### config.mk
export PLATFORM = sky130hd
export DESIGN_NAME = pipe_return_buffer
export DESIGN_NICKNAME = d
export VERILOG_FILES = /design/src/rtl/pipe_return_buffer.sv
export SDC_FILE = /design/constraint.sdc
export NUM_CORES = 1
export LEC_CHECK = 0
export CAP_MARGIN = 20
export CORE_ASPECT_RATIO = 2
export CORE_MARGIN = 5
export CORE_UTILIZATION = 30
export CTS_BUF_LIST = sky130_fd_sc_hd__clkbuf_8
export CTS_CLUSTER_SIZE = 16
export DETAILED_ROUTE_END_ITERATION = 7
export MAX_ROUTING_LAYER = met4
export PLACE_DENSITY = 0.49
export SYNTH_ARGS = -nofsm -noshare
export SYNTH_HDL_FRONTEND = slang
export SYNTH_SLANG_ARGS = --single-unit
export TNS_END_PERCENT = 20
### constraint.sdc
create_clock -name clkIn -period 6.25 [get_ports clkIn]
set_input_delay 0.625 -clock clkIn [delete_from_list [all_inputs] [get_ports clkIn]]
set_output_delay 0.625 -clock clkIn [all_outputs]
set_load 0.01 [all_outputs]
### src/rtl/pipe_return_buffer.sv
// Return buffer for a fixed-latency, stall-free pipeline. Launches are granted
// only when a free slot can be reserved, so every returning result has a place.
module pipe_return_buffer #(
  parameter int LATENCY    = 8,
  parameter int DATA_WIDTH = 32,
  parameter int DEPTH      = 16
) (
  input  logic                          clkIn,
  input  logic                          rstIn,
  input  logic                          issueReqIn,
  output logic                          issueGntOut,
  input  logic                          pipeValidIn,
  input  logic [DATA_WIDTH-1:0]         pipeDataIn,
  output logic                          validOut,
  output logic [DATA_WIDTH-1:0]         dataOut,
  input  logic                          readyIn,
  output logic [$clog2(DEPTH+1)-1:0]    countOut,
  output logic [$clog2(DEPTH+1)-1:0]    creditsOut,
  output logic                          errOut
);

  localparam int CW = $clog2(DEPTH + 1);
  localparam int PW = (DEPTH > 1) ? $clog2(DEPTH) : 1;
  localparam logic [CW-1:0] DEPTH_C = CW'(DEPTH);
  localparam logic [PW-1:0] LAST_P  = PW'(DEPTH - 1);

  // Elaboration-time sizing sanity; throughput below LATENCY+1 entries is legal.
  if (DEPTH < 2 || LATENCY < 1) begin : gSizeCheck
    $error("pipe_return_buffer: DEPTH must be >= 2 and LATENCY >= 1");
  end

  logic [DATA_WIDTH-1:0] mem [DEPTH];
  logic [PW-1:0]         wrPtr;
  logic [PW-1:0]         rdPtr;
  logic [CW-1:0]         countQ;
  logic [CW-1:0]         inFlightQ;
  logic                  errQ;

  logic                  pop;
  logic                  pipeLive;
  logic                  full;
  logic                  write;
  logic                  drop;

  function automatic logic [PW-1:0] nextPtr(input logic [PW-1:0] ptr);
    return (ptr == LAST_P) ? '0 : ptr + PW'(1);
  endfunction

  // Credits come from registered state only: a pop frees a credit next cycle.
  assign creditsOut  = DEPTH_C - countQ - inFlightQ;
  assign issueGntOut = issueReqIn && (creditsOut != '0);

  assign validOut = (countQ != '0);
  assign dataOut  = mem[rdPtr];
  assign countOut = countQ;
  assign errOut   = errQ;

  assign pop      = validOut && readyIn;
  assign pipeLive = pipeValidIn && (inFlightQ != '0);
  assign full     = (countQ == DEPTH_C);
  assign write    = pipeLive && (!full || pop);
  assign drop     = pipeValidIn && !write;

  always_ff @(posedge clkIn) begin
    if (rstIn) begin
      wrPtr     <= '0;
      rdPtr     <= '0;
      countQ    <= '0;
      inFlightQ <= '0;
      errQ      <= 1'b0;
    end else begin
      if (write) wrPtr <= nextPtr(wrPtr);
      if (pop)   rdPtr <= nextPtr(rdPtr);

      case ({write, pop})
        2'b10:   countQ <= countQ + CW'(1);
        2'b01:   countQ <= countQ - CW'(1);
        default: countQ <= countQ;
      endcase

      // A live return retires its reservation even if it could not be stored.
      case ({issueGntOut, pipeLive})
        2'b10:   inFlightQ <= inFlightQ + CW'(1);
        2'b01:   inFlightQ <= inFlightQ - CW'(1);
        default: inFlightQ <= inFlightQ;
      endcase

      if (drop) errQ <= 1'b1;
    end
  end

  always_ff @(posedge clkIn) begin
    if (!rstIn && write) mem[wrPtr] <= pipeDataIn;
  end

endmodule

==> results of run 1 <==
worst reg2reg max path, cell delays in order, from the launching register on:
cell	delay, ps
dfxtp_1	450
ha_1	270
inv_1	60
ha_1	150
inv_1	60
fa_1	530
inv_1	40
or4_1	520
o21ai_0	250
ha_1	330
ha_1	310
a21o_1	160
a21oi_1	170
xor2_1	100
or3_1	310
a21oi_1	130
logic make-up (layout without fill, tap and decap cells):
kind of cell	Yosys count	in the layout	synth area share
other	0	3	0
adder cells (fa/ha/maj)	22	22	0.0144
buffers and inverters	58	259	0.0114
AND/OR/NAND/NOR	65	65	0.0150
XOR/XNOR	13	13	0.00550
AO/OA/AOI/OAI	33	33	0.0111
flip-flops	535	535	0.765
multiplexers	167	167	0.178
layer usage:
metal	routed length (µm)	share of wire
met4	994	0.020
met5	0	0
met1	19100	0.39
met2	26900	0.55
met3	1930	0.040
registers in the layout, indices dropped and copies added, names as in the netlist, named ones only:
name       count
mem          512
inFlightQ      5
wrPtr          4
countOut       5
rdPtr          4
errOut         1
synthesized netlist by cell type (2+ instances only):
master	n	area, µm²
nor4_1	2	12.5
fa_1	3	60.1
nand3_1	4	20.0
nand2b_1	7	43.8
or3_1	2	12.5
or4_1	2	15.0
o21ai_1	2	10.0
xor2_1	6	52.6
nand2_1	12	45.0
dfxtp_1	23	460
a31oi_1	2	12.5
nor2_1	26	97.6
xnor2_1	7	61.3
mux2i_1	5	50.1
a21o_1	4	30.0
clkbuf_1	21	78.8
nor2b_1	2	12.5
buf_1	6	22.5
buf_2	14	70.1
mux4_2	160	3600
nor3_1	4	20.0
a21oi_1	13	65.1
ha_1	19	238
o21ai_0	3	15.0
edfxtp_1	512	15400
inv_1	16	60.1
final cells by class:
| class | instances | area (µm²) | share of cell area |
|---|---|---|---|
| antenna | 3 | 7.51 | 0.000310 |
| multi-input combinational | 300 | 4750 | 0.196 |
| timing repair buffer | 105 | 1030 | 0.0425 |
| clock buffer | 81 | 1110 | 0.0460 |
| sequential | 535 | 15800 | 0.654 |
| clock inverter | 56 | 285 | 0.0118 |
| tap | 897 | 1120 | 0.0463 |
| inverter | 17 | 63.8 | 0.00263 |
worst max-delay path by stage:
| stage | start | endpoint | slack (ps) | cells past startpoint |
|---|---|---|---|---|
| 6_report | flip-flop | dataOut[28] | 1820 | 4 |
| 4_1_cts | flip-flop | dataOut[21] | 1570 | 4 |
| 3_5_place_dp | flip-flop | dataOut[21] | 2340 | 4 |
| 3_3_place_gp | countOut[1] | inFlightQ[4] | 2310 | 15 |
| 2_1_floorplan | readyIn | mem[4][0] | 2420 | 4 |
| 5_1_grt | flip-flop | dataOut[21] | 1520 | 4 |
metrics by stage:
step	power, W	setup WS (ps)	cells	instance area, µm²
floorplan	0.00555	2420	893	20700
global placement	0.00633	2310	1853	22800
detailed placement	0.00634	2340	1854	22800
CTS	0.00898	1570	1991	24200
global route	0.00924	1520	1994	24200
finish	0.00879	1820	1994	24200
power by group:
group,switching [W],internal [W]
combinational,0.000865,0.00112
clock,0.00132,0.00128
sequential,0.000174,0.00404
total,0.00236,0.00644
==> summary.txt, run 1 <==
GRT
  – Global route overflow: 0
  – Busiest grt layer: met2
  – Initial antenna violation count: 3
  – GR Util met3: 0.0263
  – Vias in the first global route: roughly 11000
  – Met1 Use GR: 0.155
  – GRT Overall Usage: 0.136
  – Met2 Use GR: 0.242
  – First-pass GRT wire length: slightly above 70000 µm
  – Largest net degree at the start of global routing: 66

STA
  – Worst-Margin Slew: roughly 1100 ps
  – Finish-stage setup viols: 0
  – Final hold slack: about 500 ps
  – Rel. slew slack: 0.274
  – Fmax: 0.226 GHz
  – Unrepaired setup endpoints after global routing: false
  – Tcrit/Tclk final: 0.709
  – Fin crit period: approximately 4400 ps
  – Hold Violations, Final: 0
  – Final Slew Violations: 0
  – Worst Skew: just over 30 ps
  – Setup_tns: 0 ps

Logic synthesis
  – Netlist Area Pre-Place: just over 20000 µm²
  – Post-synth EDFFs: around 500
  – Yosys cell types: 42
  – Main synth FF type: edfxtp_1
  – Register bit total from synthesis: around 540
  – Synthesized Nets: between 900 and 1000
  – Mapped Cells: around 890
  – Syn. warnings: 0
  – Syn avg cell area: between 20 and 25 µm²
  – Post-synth ARST share: 0
  – Post-synthesis sequential area ratio: 0.765

Setup path
  – Critical R2R Capture: inFlightQ[4]
  – Worst reg2reg setup slack: 2340 ps
  – Worst r2r src: countOut[1]
  – Worst setup SP type: flip-flop
  – Reg2Reg Depth: 15
  – Critical Path End Type: primary output
  – Crit Path Class: reg2out
  – WP data arrival: 3810 ps
  – Max stage delay on crit path: 950 ps
  – Most Frequent Cell on Critical Path: mux4_2
  – Slowest cell on crit path: dfxtp_4
  – Crit path buf inv count: 2
  – Worst-path cell chain: buf_4 -> mux4_2 -> mux4_2 -> clkdlybuf4s50_1
  – CP max FO: 42
  – CP Data Required Time: around 5600 ps
  – Top delay family on crit path: multiplexers

Pwr
  – Static Leakage: 7.37 nW
  – Worst IR Drop VDD: about 0.00032 V
  – Pwr dens: 363 nW/µm²

CTS
  – TritonCTS clock tree: built
  – Clock latency on the worst-skew pair: just under 700 ps
  – Post-CTS Hold Buffers: 0
  – Total clock sinks: around 540
  – Max H-tree Level: 3
  – Postcts setup bufs: 0
  – CTS buffer count: between 70 and 80
  – Root Driver: clkbuf_8
  – Clk buf depth: 3
  – CTS resizes: 0
  – Clock slew at reported path FFs: around 70 ps

Detailed routing
  – Post-route ant nets: 0
  – Vias: between 9000 and 10000
  – DRT Pass-1 Iters: 5
  – Number of vias per cell: around 4.7
  – DRT iter0 DRCs: 530
  – Number of remaining DRC errors: 0
  – Routed len/inst: ~25 µm
  – Final wirelength: approximately 49000 µm

Cells and area
  – Area grow syn2layout: 16.9%
  – Fillers: approximately 6300
  – Most common cell after layout, fill and taps aside: edfxtp_1
  – Ratio of cells with drive above 1 in the final layout: 0.275
  – Final core occ: 0.353
  – Commonest cells after routing, fill and taps aside: 512 x edfxtp_1, 160 x mux4_2, 81 x clkbuf_8, 81 x clkdlybuf4s50_1, 44 x inv_1
  – Fin nets: between 1000 and 1500

Die
  – Initial core utilization: 0.302
  – FP Rows: 136
  – Die area: 74700 µm²
  – Die W: between 150 and 200 µm
  – I/O pin total: 82
  – Core area: 68600 µm²
  – Chip height: ~380 µm

Placement
  – # port buffers: between 80 and 90
  – Routability congestion estimate: about 0.74
  – HPWL after DPL: approximately 26000 µm

Min path
  – Worst hold start: rdPtr[1]
  – Hold Crit Class: reg2reg
  – Worst Hold Path Cells: 2

Outcome
  – Status: finished clean

Run
  – Max-Cap Viols: 0
No activity file was read; power rests on OpenSTA's default activity.
==> run 2: changes to the inputs <==
PLACE_DENSITY = 0.51   (was 0.49)
clock period = 4 ns   (was 6.25 ns; I/O delays follow)
==> run 2 against run 1 <==
  * First-iteration DRC count up 15%
  * Global-route usage down 0.39 points
  * Sequential share of layout area down 0.24 points
  * Via count up 0.77%
  * Largest cell class unchanged
==> summary.txt, run 2 (synthesized netlist as in run 1, its figures left out) <==
Cells and area
  – Ratio of cells with drive above 1 in the final layout: 0.287
  – Final instance area: 24300 µm²
  – Most common cell after layout, fill and taps aside: edfxtp_1
  – Commonest cells after routing, fill and taps aside: 512 x edfxtp_1, 160 x mux4_2, 81 x clkdlybuf4s50_1
  – Largest Register: mem
  – Number of flip-flops in the largest register: just over 500
  – Fin nets: about 1100
  – Fillers: approximately 6300
  – Area grow syn2layout: 17.4%

CTS
  – TritonCTS clock tree: built
  – Total clock sinks: ~540
  – Clock latency on the worst-skew pair: roughly 680 ps
  – CTS buffer count: 74
  – Max H-tree Level: 3
  – Postcts setup bufs: 0
  – Clock slew at reported path FFs: approximately 70 ps
  – Clk buf depth: 3
  – Root Driver: clkbuf_8

GRT
  – Vias in the first global route: about 11000
  – Met2 Use GR: 0.239
  – Busiest grt layer: met2
  – Global route overflow: 0
  – Largest net degree at the start of global routing: 56
  – GR Util met3: 0.0266
  – Met1 Use GR: 0.148
  – First-pass GRT wire length: a little over 70000 µm
  – Initial antenna violation count: 3
  – GRT Overall Usage: 0.132

Detailed routing
  – Number of remaining DRC errors: 0
  – DRT Pass-1 Iters: 4
  – Post-route ant nets: 0
  – DRT iter0 DRCs: slightly above 600
  – Routed len/inst: between 20 and 25 µm
  – Number of vias per cell: around 4.7
  – Vias: approximately 9500
  – Final wirelength: 47800 µm

Setup path
  – WP data arrival: around 3400 ps
  – Worst setup SP type: flip-flop
  – Crit Path Class: reg2out
  – CP Data Required Time: about 3600 ps
  – Critical Path End Type: primary output
  – CP max FO: 5

Pwr
  – Worst IR Drop VDD: approximately 0.00058 V
  – Pwr dens: about 560 nW/µm²
  – Pwr Total: approximately 0.014 W
  – Static Leakage: roughly 7.4 nW

STA
  – Final Slew Violations: 0
  – Setup WS post-layout: just over 200 ps
  – Unrepaired setup endpoints after global routing: false
  – Final hold slack: 495 ps
  – Fin crit period: about 3800 ps
  – Rel. slew slack: 0.402
  – Tcrit/Tclk final: 0.949
  – Fmax: about 0.26 GHz
  – Finish-stage setup viols: 0
  – Hold Violations, Final: 0
  – Worst-Margin Slew: roughly 900 ps
  – Worst Skew: 27.8 ps
  – Setup_tns: 0 ps

Placement
  – Routability congestion estimate: approximately 0.73
  – # port buffers: slightly above 80
  – HPWL after DPL: approximately 27000 µm
  – Post-DP Area: between 20000 and 25000 µm²
  – DP Worst Slack: roughly 260 ps

Die
  – FP Rows: approximately 140
  – Die area: ~75000 µm²
  – Die W: between 150 and 200 µm
  – Initial core utilization: 0.302
  – Core area: a little under 70000 µm²
  – I/O pin total: slightly above 80
  – Chip height: between 300 and 400 µm

Outcome
  – Status: finished clean

Min path
  – Hold Crit Class: reg2reg

Run
  – Max-Cap Viols: 0
## run 2: cell types whose count changed in the layout (fill, tap and decap cells not counted), moves of 5 or more
cell | previous run | this run
buf_4 | 21 | 28
clkbuf_8 | 81 | 75
buf_12 | 3 | 11
clkinv_1 | 19 | 14
## run 2: layout make-up
type	instances	area (µm²)	share of cell area
inverters	17	63.8	0.00262
well taps	897	1120	0.0462
flip-flops and latches	535	15900	0.652
repair buffers	120	1240	0.0510
clock buffers	75	1030	0.0425
clock inverters	55	241	0.00993
multi-input cells	300	4750	0.196
diodes	3	7.51	0.000309
## run 2: worst max-delay path, stage by stage (launching register included)
cell and delay [ps]:
dfxtp_2 390, ha_1 240, inv_1 60, ha_1 160, inv_1 60, fa_1 540, inv_1 50, or4_1 540
o21ai_2 150, inv_1 50, clkdlybuf4s50_1 480
## run 2: worst paths after layout
path	start	to	slack (ps)	cells past startpoint
setup / recovery	inFlightQ[1]	issueGntOut	210	10
hold reg to reg	errOut	errOut	490	2
setup reg to reg	inFlightQ[1]	inFlightQ[4]	400	15
hold / removal	errOut	errOut	490	2
## run 2: per-layer routing
layer / wire length, µm / part of all wire
met5: 0 / 0
met2: 26800 / 0.56
met1: 18300 / 0.38
met4: 876 / 0.018
met3: 1850 / 0.039
## run 2: power by group
part	internal [W]	switching [W]	total, W
registers	0.00631	0.000170	0.00648
clock network	0.00175	0.00200	0.00375
logic	0.00180	0.00149	0.00329
## run 2: what timing repair did
item / in CTS / in global routing
resized for setup: 2 / 2
hold endpoints to repair: 0 / 0
pin swaps: 0 / 0
setup endpoints to repair: 1 / 2
hold buffers: 0 / 0
## run 2: metrics by stage
| step | instances | utilization |
|---|---|---|
| floorplan | 893 | - |
| global placement | 1869 | 0.336 |
| detailed placement | 1869 | 0.336 |
| CTS | 1999 | 0.354 |
| global route | 2002 | 0.355 |
| finish | 2002 | 0.355 |
==> run 3: changes to the inputs <==
CAP_MARGIN = unset   (was 20)
==> results of run 3 <==
No change in the layout: final DEF, timing and power equal those of run 2.
